==> config.mk <==
export PLATFORM = sky130hd
export DESIGN_NAME = tx_frame_reader
export DESIGN_NICKNAME = d
export VERILOG_FILES = /design/src/rtl/tx_frame_reader.sv
export SDC_FILE = /design/constraint.sdc
export NUM_CORES = 1
export LEC_CHECK = 0
export ABC_AREA = 1
export CAP_MARGIN = 40
export CORE_ASPECT_RATIO = 0.7
export CORE_MARGIN = 2
export CORE_UTILIZATION = 55
export DETAILED_ROUTE_END_ITERATION = 8
export PLACE_DENSITY = 0.87
export SLEW_MARGIN = 20
export SYNTH_ARGS = -nofsm -noshare
export SYNTH_HDL_FRONTEND = slang
export SYNTH_SLANG_ARGS = --single-unit
==> constraint.sdc <==
create_clock -name aclk -period 7.54 [get_ports aclk]
set_input_delay 0.754 -clock aclk [delete_from_list [all_inputs] [get_ports aclk]]
set_output_delay 0.754 -clock aclk [all_outputs]
set_load 0.05 [all_outputs]
==> src/rtl/tx_frame_reader.sv <==
// TX frame reader: takes 3-beat descriptor commands, fetches the buffer over AXI read
// bursts and streams it byte-serially to the MAC, then returns a release response.
module tx_frame_reader #(
    parameter int DATA_RAM_DWORDS = 8192,
    parameter int MAX_BURST       = 16
) (
    input  logic        aclk,
    input  logic        aresetn,
    input  logic [31:0] cmd_s_tdata,
    input  logic        cmd_s_tvalid,
    input  logic        cmd_s_tlast,
    output logic        cmd_s_tready,
    output logic [31:0] rsp_m_tdata,
    output logic        rsp_m_tvalid,
    output logic        rsp_m_tlast,
    input  logic        rsp_m_tready,
    output logic [3:0]  ram_m_arid,
    output logic [15:0] ram_m_araddr,
    output logic [7:0]  ram_m_arlen,
    output logic [2:0]  ram_m_arsize,
    output logic [1:0]  ram_m_arburst,
    output logic        ram_m_arvalid,
    input  logic        ram_m_arready,
    input  logic [3:0]  ram_m_rid,
    input  logic [31:0] ram_m_rdata,
    input  logic [1:0]  ram_m_rresp,
    input  logic        ram_m_rlast,
    input  logic        ram_m_rvalid,
    output logic        ram_m_rready,
    output logic [7:0]  mac_m_tdata,
    output logic        mac_m_tvalid,
    output logic        mac_m_tlast,
    input  logic        mac_m_tready
);
    localparam int AW = $clog2(DATA_RAM_DWORDS * 4);

    typedef enum logic [2:0] {S_CMD, S_CALC, S_AR, S_DATA, S_RESP} state_t;

    state_t        r_state;
    logic [1:0]    r_beat;
    logic          r_cmd_tready;
    logic [15:0]   r_len;
    logic [15:0]   r_addr;
    logic [31:0]   r_dw3_unused;
    logic          r_eop;
    logic [AW-1:0] r_cur;
    logic [AW-1:0] r_rem;
    logic [AW-1:0] r_dw_rem;
    logic          r_ar_valid;
    logic [15:0]   r_araddr;
    logic [7:0]    r_arlen;
    logic          r_in_burst;
    logic [31:0]   r_hold;
    logic          r_hold_valid;
    logic [1:0]    r_idx;
    logic          r_first;
    logic          r_rsp_valid;

    logic          w_cmd_hs;
    logic          w_mac_hs;
    logic          w_last_in_word;
    logic          w_rready;
    logic          w_r_hs;
    logic [AW:0]   w_dw_sum;
    logic [AW-1:0] w_wrap_dw;
    logic [AW-1:0] w_burst;
    logic          w_unused;

    assign w_cmd_hs       = r_cmd_tready && cmd_s_tvalid;
    assign w_mac_hs       = r_hold_valid && mac_m_tready;
    // The word is used up either at lane 3 or when the descriptor's last byte goes out.
    assign w_last_in_word = (r_idx == 2'd3) || (r_rem == AW'(1));
    assign w_rready       = r_in_burst && (!r_hold_valid || (w_mac_hs && w_last_in_word));
    assign w_r_hs         = w_rready && ram_m_rvalid;
    assign w_dw_sum       = (AW+1)'(r_addr[1:0]) + (AW+1)'(r_len[AW-1:0]) + (AW+1)'(3);
    assign w_wrap_dw      = AW'(DATA_RAM_DWORDS) - AW'(r_cur[AW-1:2]);
    assign w_unused       = ^{ram_m_rid, ram_m_rresp, r_dw3_unused, w_dw_sum[1:0]};

    always_comb begin
        w_burst = r_dw_rem;
        if (w_burst > AW'(MAX_BURST)) w_burst = AW'(MAX_BURST);
        if (w_burst > w_wrap_dw)      w_burst = w_wrap_dw;
    end

    assign cmd_s_tready  = r_cmd_tready;
    assign rsp_m_tdata   = {r_len, r_addr};
    assign rsp_m_tvalid  = r_rsp_valid;
    assign rsp_m_tlast   = 1'b1;
    assign ram_m_arid    = 4'd0;
    assign ram_m_araddr  = r_araddr;
    assign ram_m_arlen   = r_arlen;
    assign ram_m_arsize  = 3'b010;
    assign ram_m_arburst = 2'b01;
    assign ram_m_arvalid = r_ar_valid;
    assign ram_m_rready  = w_rready;
    assign mac_m_tdata   = r_hold[{r_idx, 3'b000} +: 8];
    assign mac_m_tvalid  = r_hold_valid;
    assign mac_m_tlast   = r_hold_valid && r_eop && (r_rem == AW'(1));

    always_ff @(posedge aclk or negedge aresetn) begin
        if (!aresetn) begin
            r_state      <= S_CMD;
            r_beat       <= 2'd0;
            r_cmd_tready <= 1'b0;
            r_len        <= '0;
            r_addr       <= '0;
            r_dw3_unused <= '0;
            r_eop        <= 1'b0;
            r_cur        <= '0;
            r_rem        <= '0;
            r_dw_rem     <= '0;
            r_ar_valid   <= 1'b0;
            r_araddr     <= '0;
            r_arlen      <= '0;
            r_in_burst   <= 1'b0;
            r_hold       <= '0;
            r_hold_valid <= 1'b0;
            r_idx        <= 2'd0;
            r_first      <= 1'b0;
            r_rsp_valid  <= 1'b0;
        end else begin
            // Byte lane runs independently of the FSM so it keeps draining across re-bursts.
            if (w_mac_hs) r_rem <= r_rem - AW'(1);
            if (w_r_hs) begin
                r_hold       <= ram_m_rdata;
                r_hold_valid <= 1'b1;
                r_idx        <= r_first ? r_addr[1:0] : 2'd0;
                r_first      <= 1'b0;
                if (ram_m_rlast) r_in_burst <= 1'b0;
            end else if (w_mac_hs) begin
                if (w_last_in_word) r_hold_valid <= 1'b0;
                else                r_idx        <= r_idx + 2'd1;
            end

            case (r_state)
                S_CMD: begin
                    r_cmd_tready <= 1'b1;
                    if (w_cmd_hs) begin
                        case (r_beat)
                            2'd0:    {r_len, r_addr} <= cmd_s_tdata;
                            2'd1:    r_eop <= cmd_s_tdata[24];
                            default: r_dw3_unused <= cmd_s_tdata;
                        endcase
                        if (r_beat == 2'd2) begin
                            r_beat       <= 2'd0;
                            r_cmd_tready <= 1'b0;
                            r_cur        <= r_addr[AW-1:0];
                            r_rem        <= r_len[AW-1:0];
                            r_dw_rem     <= AW'(w_dw_sum[AW:2]);
                            r_first      <= 1'b1;
                            r_state      <= S_CALC;
                        end else if (cmd_s_tlast) begin
                            r_beat <= 2'd0;
                        end else begin
                            r_beat <= r_beat + 2'd1;
                        end
                    end
                end
                S_CALC: begin
                    if (r_rem == '0) begin
                        r_rsp_valid <= 1'b1;
                        r_state     <= S_RESP;
                    end else begin
                        r_araddr   <= 16'({r_cur[AW-1:2], 2'b00});
                        r_arlen    <= 8'(w_burst - AW'(1));
                        r_ar_valid <= 1'b1;
                        r_cur      <= {r_cur[AW-1:2] + w_burst[AW-3:0], 2'b00};
                        r_dw_rem   <= r_dw_rem - w_burst;
                        r_state    <= S_AR;
                    end
                end
                S_AR: begin
                    if (ram_m_arready) begin
                        r_ar_valid <= 1'b0;
                        r_in_burst <= 1'b1;
                        r_state    <= S_DATA;
                    end
                end
                S_DATA: begin
                    if (w_r_hs && ram_m_rlast) begin
                        if (r_dw_rem != '0) r_state <= S_CALC;
                    end else if (!r_in_burst && r_dw_rem == '0 && w_mac_hs && r_rem == AW'(1)) begin
                        r_rsp_valid <= 1'b1;
                        r_state     <= S_RESP;
                    end
                end
                S_RESP: begin
                    if (rsp_m_tready) begin
                        r_rsp_valid  <= 1'b0;
                        r_cmd_tready <= 1'b1;
                        r_state      <= S_CMD;
                    end
                end
                default: r_state <= S_CMD;
            endcase
        end
    end
endmodule

==> results by group, run 1 <==
Critical path
  • Crit. End Element: register
  • R2r startpoint: r_cur[2]$_DFFE_PN0P_
  • CP startpoint: r_cur[2]$_DFFE_PN0P_
  • Worst EP required: ~7.9 ns
  • Slowest stage cell, crit path: nand4_1
  • CP top delay family: simple AND/OR/NAND/NOR gates
  • Critical path class: register to register
  • Crit-path max cell delay: 0.51 ns
  • CP bufs+invs: 2
  • Worst-path fanout max: 17
  • Crit-path most repeated cell: nand2_1
  • CP startpoint kind: register
  • Arrival time at the worst endpoint: 6.00 ns

Pwr
  • Logic pwr share: 60.8%
  • Clock power frac: between 10 and 15%
  • Pleak: roughly 5.5 nW
  • Internal power: just under 3 mW
  • Sequential Power Share: approximately 25%
  • Switching power: slightly above 3 mW
  • Power per cell area: approximately 530 mW/mm^2
  • Switching Share: approximately half
  • Worst VDD drop: 0.2428 mV
  • Total power draw: 5.974 mW

GRT
  • Initial antenna violation count: 0
  • GRT busiest layer: met1
  • Largest net degree at the start of global routing: 85
  • Met1 usage: approximately 43%
  • Vias in the first global route: slightly above 8,000
  • Met3 Track Usage GR: under 10%
  • Met2 capacity usage during global routing: 42.70%
  • First-pass GRT wire length: between 40,000 and 50,000 um
  • Grt ovf: 0
  • Tot GR Track Use: slightly below 30%

Route
  • Total Wirelength: about 24,000 um
  • Pre-antenna DRT Iters: 5
  • Drt drc: 0
  • Final ANT Viol Nets: 0
  • Drt wl/cell: around 15 um
  • DR vias: about 8,500
  • DR vias/cell: approximately 5.4
  • 1st-iter DRT viols: between 700 and 800

STA
  • Fmax: about 180 MHz
  • RSZ-0062 raised after global routing: no
  • Fin. Hold Viols: 0
  • Final count of negative-setup-slack endpoints: 0
  • Total negative slack: 0 ns
  • Final Max Slew Viols: 0
  • Max-slew headroom at the worst pin: roughly half
  • Tmin final: 5.691 ns
  • Final cycle utilization of the critical path: roughly three quarters
  • Worst Max-Slew Pin Slew: roughly 0.74 ns
  • Worst Skew: approximately 0.0094 ns

Finish
  • Footprint of the multi-input gates: about 0.0048 sq mm
  • N_diodes: 0
  • Register Area: 0.003553 sq mm
  • Area delta synth->final: 23.37%
  • Layout Cells excl Fill: 1,576
  • Fraction of layout instances using a drive strength above 1: 7.994%
  • Filler Cell Count: 1,320
  • Nets: between 1,000 and 1,500

Synthesis
  • Unique cell type count in the Yosys netlist: 49
  • Post-synthesis register bit count: 142
  • Post-synth ARST share: 100.0%
  • Post-synth EDFFs: 0
  • Top-count cell post-synth: nand2_1
  • Top cell type's share of synthesized area: between 30% and 40%
  • Mean Syn Cell Area: 7.572 sq um
  • Mapped cell area: roughly 0.0091 sq mm
  • Ys flop type: dfrtp_1
  • Post-Syn Instances: ~1,200
  • Yosys top cell by area: dfrtp_1
  • Most common library cells after synthesis: nand2_1 (316), dfrtp_1 (142), inv_1 (131)
  • Yosys warns: 0
  • Top cells by area, synth: dfrtp_1 (39%), nand2_1 (13%), ha_1 (6.9%), inv_1 (5.4%), o21ai_0 (4.7%)
  • Sequential-to-total area share from yosys stat: between 30% and 40%

Die
  • Total core area: about 0.016 sq mm
  • Std cell rows: 39
  • Initial core utilization: a little under three fifths
  • Chip height: ~110 um
  • Die Wd: approximately 160 um
  • Die ar.: 0.01761 sq mm
  • # IOs: 159

Outcome
  • Status: completed

Clocking
  • CTS Buffer Depth: 2
  • CTS HTree Levels: 4
  • CTS tree: done
  • Clk sinks: between 100 and 150
  • CTS buffer count: 17
  • Reg clk slew, reported paths: roughly 0.06 ns
  • Clk root buf: clkbuf_16
  • Post-CTS sizing: 0
  • Setup repair bufs after CTS: 0
  • Hold-fix buffers, CTS: 0
  • Later-pin clock latency in the skew report: 0.43 ns

Placement
  • Inst Count DP: 1,544
  • HPWL Detailed: 17,650 um
  • Number of I/O port buffers: between 100 and 150
  • GP Congestion: 0.9551

Min path
  • HP Class: primary input to async pin

Flow run
  • Max-capacitance violation count: 0
==> state kept, by name, summed over array words and instances (netlist names) <==
| register | cells |
|---|---|
| r_idx | 2 |
| ram_m_arvalid | 1 |
| r_first | 1 |
| r_beat | 2 |
| r_dw_rem | 15 |
| r_rem | 15 |
| r_len | 16 |
| ram_m_arlen | 8 |
| r_addr | 16 |
| r_in_burst | 1 |
| cmd_s_tready | 1 |
| ram_m_araddr | 13 |
| r_cur | 13 |
| r_hold | 32 |
| r_state | 3 |
| r_eop | 1 |
| rsp_m_tvalid | 1 |
| mac_m_tvalid | 1 |
==> placed cells by master (no fill, tap or decap), types with 6 or more instances in the layout <==
cell type and count:
nor2_1 113, nor2_2 12, ha_1 50, dfrtp_1 142, nor3_1 8, a31oi_1 9
xor2_1 17, mux2_2 11, nand2_1 316, o22ai_1 13, nand4_1 10, xnor2_1 11
nand3_1 56, conb_1 22, inv_1 131, clkdlybuf4s50_1 138, inv_2 13, nand2_2 10
o21ai_0 86, nor2_4 6, a21oi_1 81, clkbuf_16 17
==> worst register-to-register path, cell delays in order (launching register included) <==
cell	delay, ns
dfrtp_1	0.43
inv_2	0.13
ha_1	0.24
nand4_2	0.19
nor3_2	0.39
nand3_1	0.15
xor2_1	0.23
ha_1	0.19
nand2_1	0.09
nor2_1	0.18
nand4_1	0.51
nand2_4	0.44
nand2_1	0.11
o21ai_2	0.17
ha_1	0.24
inv_1	0.06
fa_1	0.40
nand3b_1	0.18
nand2_1	0.15
nand2_1	0.11
nand2_1	0.08
a21oi_1	0.09
o21ai_0	0.33
nand3_1	0.16
nand3_1	0.11
nand3_1	0.08
nand2_1	0.09
nand2_1	0.05
==> power by group through the flow <==
stage / Clock, mW / Sequential, mW / Combinational (mW)
2_1_floorplan: 0 / 1.86 / 2.20
3_3_place_gp: 0 / 1.46 / 3.46
3_5_place_dp: 0 / 1.47 / 3.55
4_1_cts: 0.872 / 1.47 / 3.60
5_1_grt: 0.912 / 1.52 / 4.02
6_report: 0.867 / 1.48 / 3.63
==> final timing paths <==
kind	slack, ns	to	depth (start not counted)
setup / recovery	1.85	r_cur[12]$_DFFE_PN0P_	27
hold / removal	0.10	r_rem[10]$_DFF_PN0_	1
setup reg to reg	1.85	r_cur[12]$_DFFE_PN0P_	27
hold reg to reg	0.48	ram_m_arvalid$_DFFE_PN0P_	2
max in group asynchronous	6.52	r_hold[25]$_DFFE_PN0P_	2
min in group aclk	0.48	ram_m_arvalid$_DFFE_PN0P_	2
==> logic make-up after synthesis <==
logic type                 Yosys count  share of synthesized area (%)
muxes                               13                          1.608
other                                2                        0.08252
buffers and inverters              192                          9.390
DFF                                142                          39.04
and+or+nand+nor                    555                          26.71
AOI/OAI and AO/OA                  217                          12.94
xor gates and xnor gates            28                          2.694
adders and majority gates           53                          7.534
==> per-layer routing <==
layer,wire (um),vias to the layer above
met3,2025,46
met4,522,0
met1,11380,3977
met2,10410,347
met5,0,-
li1,-,4156
==> layout make-up <==
type,count,share of cell area (%)
clock buffers,18,3.911
clock inverters,13,1.437
inverters,145,4.870
multi-input cells,888,42.47
flip-flops and latches,142,31.65
well taps,225,2.507
repair buffers,145,13.16
==> metrics by stage <==
| step | util (%) | worst slack, ns | hold WS [ns] | instance area, sq um |
|---|---|---|---|---|
| floorplan | - | 3.462 | 0.4436 | 9176 |
| detailed placement | 65.23 | 2.039 | 0.4616 | 10600 |
| global route | 69.10 | 1.472 | 0.09138 | 11230 |
| global placement | 65.02 | 2.222 | 0.4585 | 10570 |
| finish | 69.10 | 1.849 | 0.1024 | 11230 |
| CTS | 68.93 | 1.976 | 0.4083 | 11200 |
Note: power is estimated with default switching activity, not from simulation.
==> inputs of run 2 (changes only) <==
--- a/config.mk
+++ b/config.mk
@@ -9,9 +9,9 @@
 export CAP_MARGIN = 40
 export CORE_ASPECT_RATIO = 0.7
 export CORE_MARGIN = 2
-export CORE_UTILIZATION = 55
+export CORE_UTILIZATION = 54
 export DETAILED_ROUTE_END_ITERATION = 8
-export PLACE_DENSITY = 0.87
+export PLACE_DENSITY = 0.85
 export SLEW_MARGIN = 20
 export SYNTH_ARGS = -nofsm -noshare
 export SYNTH_HDL_FRONTEND = slang
==> constraint.sdc (replaced) <==
create_clock -name aclk -period 5.47 [get_ports aclk]
set_input_delay 0.547 -clock aclk [delete_from_list [all_inputs] [get_ports aclk]]
set_output_delay 0.547 -clock aclk [all_outputs]
set_load 0.05 [all_outputs]
==> run 2 against run 1 <==
- setup slack got worse by 1.4 ns
- wire length rose by 2.2%
- via count rose by 1.6%
- largest cell class unchanged
==> results by group, run 2 (synthesized netlist as in run 1, its figures left out) <==
GRT
  • Met1 usage: 40.61%
  • Met2 capacity usage during global routing: between 40% and 50%
  • Grt ovf: 0
  • Largest net degree at the start of global routing: 90
  • Vias in the first global route: roughly 8,100
  • GRT busiest layer: met2
  • First-pass GRT wire length: about 40,000 um
  • Tot GR Track Use: about 29%
  • Met3 Track Usage GR: ~7.1%
  • Initial antenna violation count: 0

Flow run
  • Max-capacitance violation count: 0

Clocking
  • CTS tree: done
  • Clk sinks: 142
  • Clk root buf: clkbuf_16
  • CTS HTree Levels: 4
  • Later-pin clock latency in the skew report: 0.44 ns
  • CTS buffer count: 17
  • CTS Buffer Depth: 2
  • Setup repair bufs after CTS: 0
  • Reg clk slew, reported paths: 0.07 ns

Finish
  • Layout Cells excl Fill: between 1,500 and 2,000
  • Most flop-heavy register: r_hold
  • Footprint of the multi-input gates: between 0.004 and 0.005 sq mm
  • N_diodes: 0
  • Nets: roughly 1,500
  • Commonest non-fill, non-tap cells in the layout: nand2_1 (316), dfrtp_1 (142), clkdlybuf4s50_1 (138), inv_1 (131), nor2_1 (113)
  • Fraction of layout instances using a drive strength above 1: slightly above 8%
  • Register Area: 0.003553 sq mm
  • Max reg flops: 32
  • Biggest regs: r_hold: 32 flops, r_addr: 16 flops, r_len: 16 flops
  • Commonest non-fill, non-tap cell in the layout: nand2_1
  • Filler Cell Count: approximately 1,300
  • Area delta synth->final: 23.78%

Critical path
  • Crit-path most repeated cell: nand2_1
  • Crit. End Element: register
  • Slowest stage cell, crit path: dfrtp_1
  • Worst EP required: 5.80 ns
  • Worst-path fanout max: 11
  • CP startpoint kind: register
  • Crit-path max cell delay: 0.42 ns
  • Arrival time at the worst endpoint: 5.37 ns
  • Critical path class: register to register

STA
  • Final Max Slew Viols: 0
  • RSZ-0062 raised after global routing: no
  • Fin. Hold Viols: 0
  • Fmax: 198.4 MHz
  • Total negative slack: 0 ns
  • Max-slew headroom at the worst pin: between 40% and 50%
  • Tmin final: 5.041 ns
  • Final cycle utilization of the critical path: just over 90%
  • Final worst slack: ~0.43 ns
  • Worst Max-Slew Pin Slew: 0.7619 ns
  • Worst Skew: between 0.01 and 0.015 ns
  • Final count of negative-setup-slack endpoints: 0

Placement
  • GP Congestion: 0.9055
  • Inst Count DP: between 1,500 and 2,000
  • Dpl ws: about 0.44 ns
  • Number of I/O port buffers: between 100 and 150
  • HPWL Detailed: about 18,000 um

Die
  • Initial core utilization: 55.51%
  • Std cell rows: 39
  • Die Wd: approximately 160 um
  • # IOs: between 150 and 200
  • Die ar.: about 0.018 sq mm
  • Chip height: approximately 110 um
  • Total core area: 0.01640 sq mm

Pwr
  • Worst VDD drop: 0.3871 mV
  • Power per cell area: 731.8 mW/mm^2
  • Pleak: ~5.5 nW

Route
  • Total Wirelength: 24,880 um
  • DR vias: between 8,000 and 9,000
  • Drt drc: 0
  • Pre-antenna DRT Iters: 5
  • Final ANT Viol Nets: 0
  • DR vias/cell: about 5.5
  • Drt wl/cell: 15.75 um
  • 1st-iter DRT viols: 707

Min path
  • HP Class: register to register

Outcome
  • Status: completed
-- run 2: power breakdown --
part	leakage [nW]	internal [mW]	switching (mW)
registers	1.69	1.56	0.475
logic	3.53	1.70	3.34
clock network	0.289	0.615	0.545
-- run 2: cell type report --
type / count / share of cell area (%)
Tap cell: 225 / 2.499
Sequential cell: 142 / 31.54
Multi-Input combinational cell: 888 / 42.33
Inverter: 145 / 4.853
Timing Repair Buffer: 148 / 13.52
Clock buffer: 17 / 3.776
Clock inverter: 15 / 1.488
-- run 2: per-stage QoR --
step	total power [mW]	utilization, %	hold WS (ns)	area (sq um)
after floorplan	5.597	-	0.2514	9176
after global placement	6.792	64.48	0.4586	10570
after detailed placement	6.961	64.87	0.4604	10640
after CTS	8.175	68.48	0.2123	11230
after global routing	8.866	68.71	0.4872	11270
final	8.244	68.71	0.4801	11270
-- run 2: repair_timing --
action	CTS	global route
hold buffers	0	1
gates resized for setup	0	1
setup endpoints to repair	0	1
hold endpoints to repair	0	12
-- run 2: layer usage --
metal,up-vias,routed length [um]
li1,4164,-
met1,4054,11400
met2,398,10790
met3,45,2153
met4,0,538
met5,-,0
-- run 2: final timing paths --
kind	from	end	slack [ns]	depth (start not counted)
max	r_cur[2]$_DFFE_PN0P_	r_cur[12]$_DFFE_PN0P_	0.43	28
min	r_hold[12]$_DFFE_PN0P_	r_hold[12]$_DFFE_PN0P_	0.48	2
max reg2reg	r_cur[2]$_DFFE_PN0P_	r_cur[12]$_DFFE_PN0P_	0.43	28
min reg2reg	r_hold[12]$_DFFE_PN0P_	r_hold[12]$_DFFE_PN0P_	0.48	2
max in group asynchronous	aresetn	r_hold[16]$_DFFE_PN0P_	4.08	3
min in group asynchronous	aresetn	r_rem[12]$_DFF_PN0_	0.49	2
-- run 2: worst max-delay path, delay by kind of cell, from the launching register on --
kind | cells | cell delay, ns
AO/OA/AOI/OAI | 3 | 0.66
XOR/XNOR | 1 | 0.21
adder cells (fa/ha/maj) | 4 | 1.07
buffers and inverters | 2 | 0.18
flip-flops | 1 | 0.42
AND/OR/NAND/NOR | 18 | 2.39
==> inputs of run 3 (changes only) <==
--- a/config.mk
+++ b/config.mk
@@ -9,9 +9,10 @@
 export CAP_MARGIN = 40
 export CORE_ASPECT_RATIO = 0.7
 export CORE_MARGIN = 2
-export CORE_UTILIZATION = 54
+export CORE_UTILIZATION = 49
 export DETAILED_ROUTE_END_ITERATION = 8
-export PLACE_DENSITY = 0.85
+export PLACE_DENSITY = 0.88
+export RECOVER_POWER = 25
 export SLEW_MARGIN = 20
 export SYNTH_ARGS = -nofsm -noshare
 export SYNTH_HDL_FRONTEND = slang
==> constraint.sdc (replaced) <==
create_clock -name aclk -period 4.1 [get_ports aclk]
set_input_delay 0.41 -clock aclk [delete_from_list [all_inputs] [get_ports aclk]]
set_output_delay 0.41 -clock aclk [all_outputs]
set_load 0.05 [all_outputs]
==> run 3 against run 2 <==
- the flow now finishes with violations (capacitance limit, slew limit, setup timing)
- setup slack worse by 0.62 ns
- fmax grew 17%
- via count rose by 8.6%
- critical path depth is 4 higher
- die area increased by 9.9%
- count of clock-buffer cells in the layout rose by 1
- first-iteration DRC count is 46% higher
- cell count increased by 6.5%
- core utilization is 2.0 points higher
- non-clock buffer count increased by 91
- largest cell class unchanged
==> results by group, run 3 (synthesized netlist as in run 1, its figures left out) <==
Outcome
  • Status: complete, but fails checks
  • Failing checks: capacitance limit, slew limit, setup timing

STA
  • Final worst slack: -0.1941 ns
  • Worst Skew: roughly 0.0094 ns
  • Fmax: between 200 and 250 MHz
  • Final Max Slew Viols: between 100 and 150
  • Worst Max-Slew Pin Slew: about 1.8 ns
  • Max-slew headroom at the worst pin: -21.67%
  • Fin. Hold Viols: 0
  • Final cycle utilization of the critical path: 104.7%
  • Final count of negative-setup-slack endpoints: 10
  • Tmin final: 4.294 ns
  • RSZ-0062 raised after global routing: yes

Placement
  • Number of I/O port buffers: ~140
  • Placed cell areas: 0.01108 sq mm
  • HPWL Detailed: just under 20,000 um
  • Inst Count DP: about 1,600
  • GP Congestion: around 0.92

Clocking
  • Clk sinks: about 140
  • CTS buffer count: 17
  • Reg clk slew, reported paths: 0.07 ns
  • CTS Buffer Depth: 2
  • CTS HTree Levels: 4
  • Clk root buf: clkbuf_16
  • CTS tree: done
  • Later-pin clock latency in the skew report: between 0.4 and 0.5 ns

Route
  • Pre-antenna DRT Iters: 8
  • DR vias: 9,410
  • Drt drc: 0
  • Total Wirelength: 29,590 um
  • Drt wl/cell: about 18 um
  • Final ANT Viol Nets: 0
  • 1st-iter DRT viols: approximately 1,000
  • DR vias/cell: approximately 5.6

Die
  • Total core area: around 0.018 sq mm
  • Chip height: ~120 um
  • Initial core utilization: approximately 50%
  • Die Wd: about 170 um
  • Std cell rows: 41
  • # IOs: between 150 and 200
  • Die ar.: about 0.020 sq mm

Finish
  • N_diodes: 0
  • Max reg flops: 32
  • Commonest non-fill, non-tap cell in the layout: nand2_1
  • Filler Cell Count: roughly 1,300
  • Nets: roughly 1,600
  • Commonest non-fill, non-tap cells in the layout: nand2_1 (283), dfrtp_1 (142), clkdlybuf4s50_1 (138), inv_1 (123), nor2_1 (102)
  • Fraction of layout instances using a drive strength above 1: roughly 23%
  • Area delta synth->final: 40.60%
  • Most flop-heavy register: r_hold
  • Biggest regs: r_hold: 32 flops, r_addr: 16 flops, r_len: 16 flops
  • Post-route design area: between 0.01 and 0.015 sq mm
  • Layout Cells excl Fill: around 1,700

Min path
  • HP Class: register to register

Critical path
  • CP startpoint kind: register
  • Worst-path fanout max: 4
  • Crit-path max cell delay: about 0.45 ns
  • Arrival time at the worst endpoint: 4.61 ns
  • Critical path class: register to register
  • Crit-path most repeated cell: nand2_1
  • Worst EP required: 4.42 ns
  • Slowest stage cell, crit path: dfrtp_1
  • Crit. End Element: register

Flow run
  • Max-capacitance violation count: 2

GRT
  • Largest net degree at the start of global routing: about 70
  • Initial antenna violation count: 0
  • Vias in the first global route: a little under 9,000
  • First-pass GRT wire length: 44,370 um
  • Grt ovf: 0
  • Tot GR Track Use: 28.08%
## run 3: cell type report
type	instances	area [sq um]	share of cell area, %
clock inverter	14	180.2	1.408
multi-input combinational	888	5563	43.47
clock buffer	18	439.2	3.432
timing repair buffer	239	2218	17.34
sequential	142	3553	27.77
inverter	145	546.8	4.273
tap	236	295.3	2.308
## run 3: repair_timing
action	in CTS	in global routing
hold buffers	1	0
endpoints found under the setup margin	17	22
buffers inserted	26	16
pin swaps	37	51
resized for setup	64	128
hold endpoints to repair	31	0
## run 3: through the flow
| stage | setup TNS, ns | setup slack, ns | hold WS [ns] | utilization, % |
|---|---|---|---|---|
| floorplan | 0 | 0.02240 | 0.1144 | - |
| global placement | -0.5387 | -0.1782 | 0.4594 | 60.78 |
| detailed placement | -2.101 | -0.2806 | 0.3177 | 61.17 |
| CTS | -0.7518 | -0.1428 | 0.4314 | 67.00 |
| global route | -19.63 | -0.4132 | 0.4943 | 70.66 |
| finish | -1.308 | -0.1941 | 0.4816 | 70.66 |
## run 3: path summary, 6_finish.rpt
path,from,endpoint,slack (ns),cells after the start
max reg2reg,r_dw_rem[8]$_DFFE_PN0P_,r_dw_rem[8]$_DFFE_PN0P_,-0.19,32
max in group asynchronous,aresetn,r_addr[3]$_DFFE_PN0P_,0.49,4
max,r_dw_rem[8]$_DFFE_PN0P_,r_dw_rem[8]$_DFFE_PN0P_,-0.19,32
min,r_hold[8]$_DFFE_PN0P_,r_hold[8]$_DFFE_PN0P_,0.48,2
min reg2reg,r_hold[8]$_DFFE_PN0P_,r_hold[8]$_DFFE_PN0P_,0.48,2
min in group asynchronous,aresetn,r_rem[11]$_DFF_PN0_,0.96,2
## run 3: layer usage
| metal | up-vias | global-route usage [%] | wire length (um) |
|---|---|---|---|
| met5 | - | 0 | 0 |
| met4 | 0 | 9.860 | 990 |
| met3 | 103 | 5.884 | 2850 |
| met2 | 540 | 44.08 | 13480 |
| met1 | 4427 | 38.59 | 12270 |
| li1 | 4340 | - | - |
## run 3: worst max-delay path: cells and delay by family, from the launching register on
kind                     cells  cell delay (ns)
AO/OA/AOI/OAI                3             0.31
XOR/XNOR                     1             0.11
adder cells (fa/ha/maj)      3             0.67
buffers and inverters        5             0.51
flip-flops                   1             0.45
AND/OR/NAND/NOR             20             2.12
Power of run 3 is not shown: default switching activity piles up to over one toggle a cycle in this logic, so the estimate is an artifact.
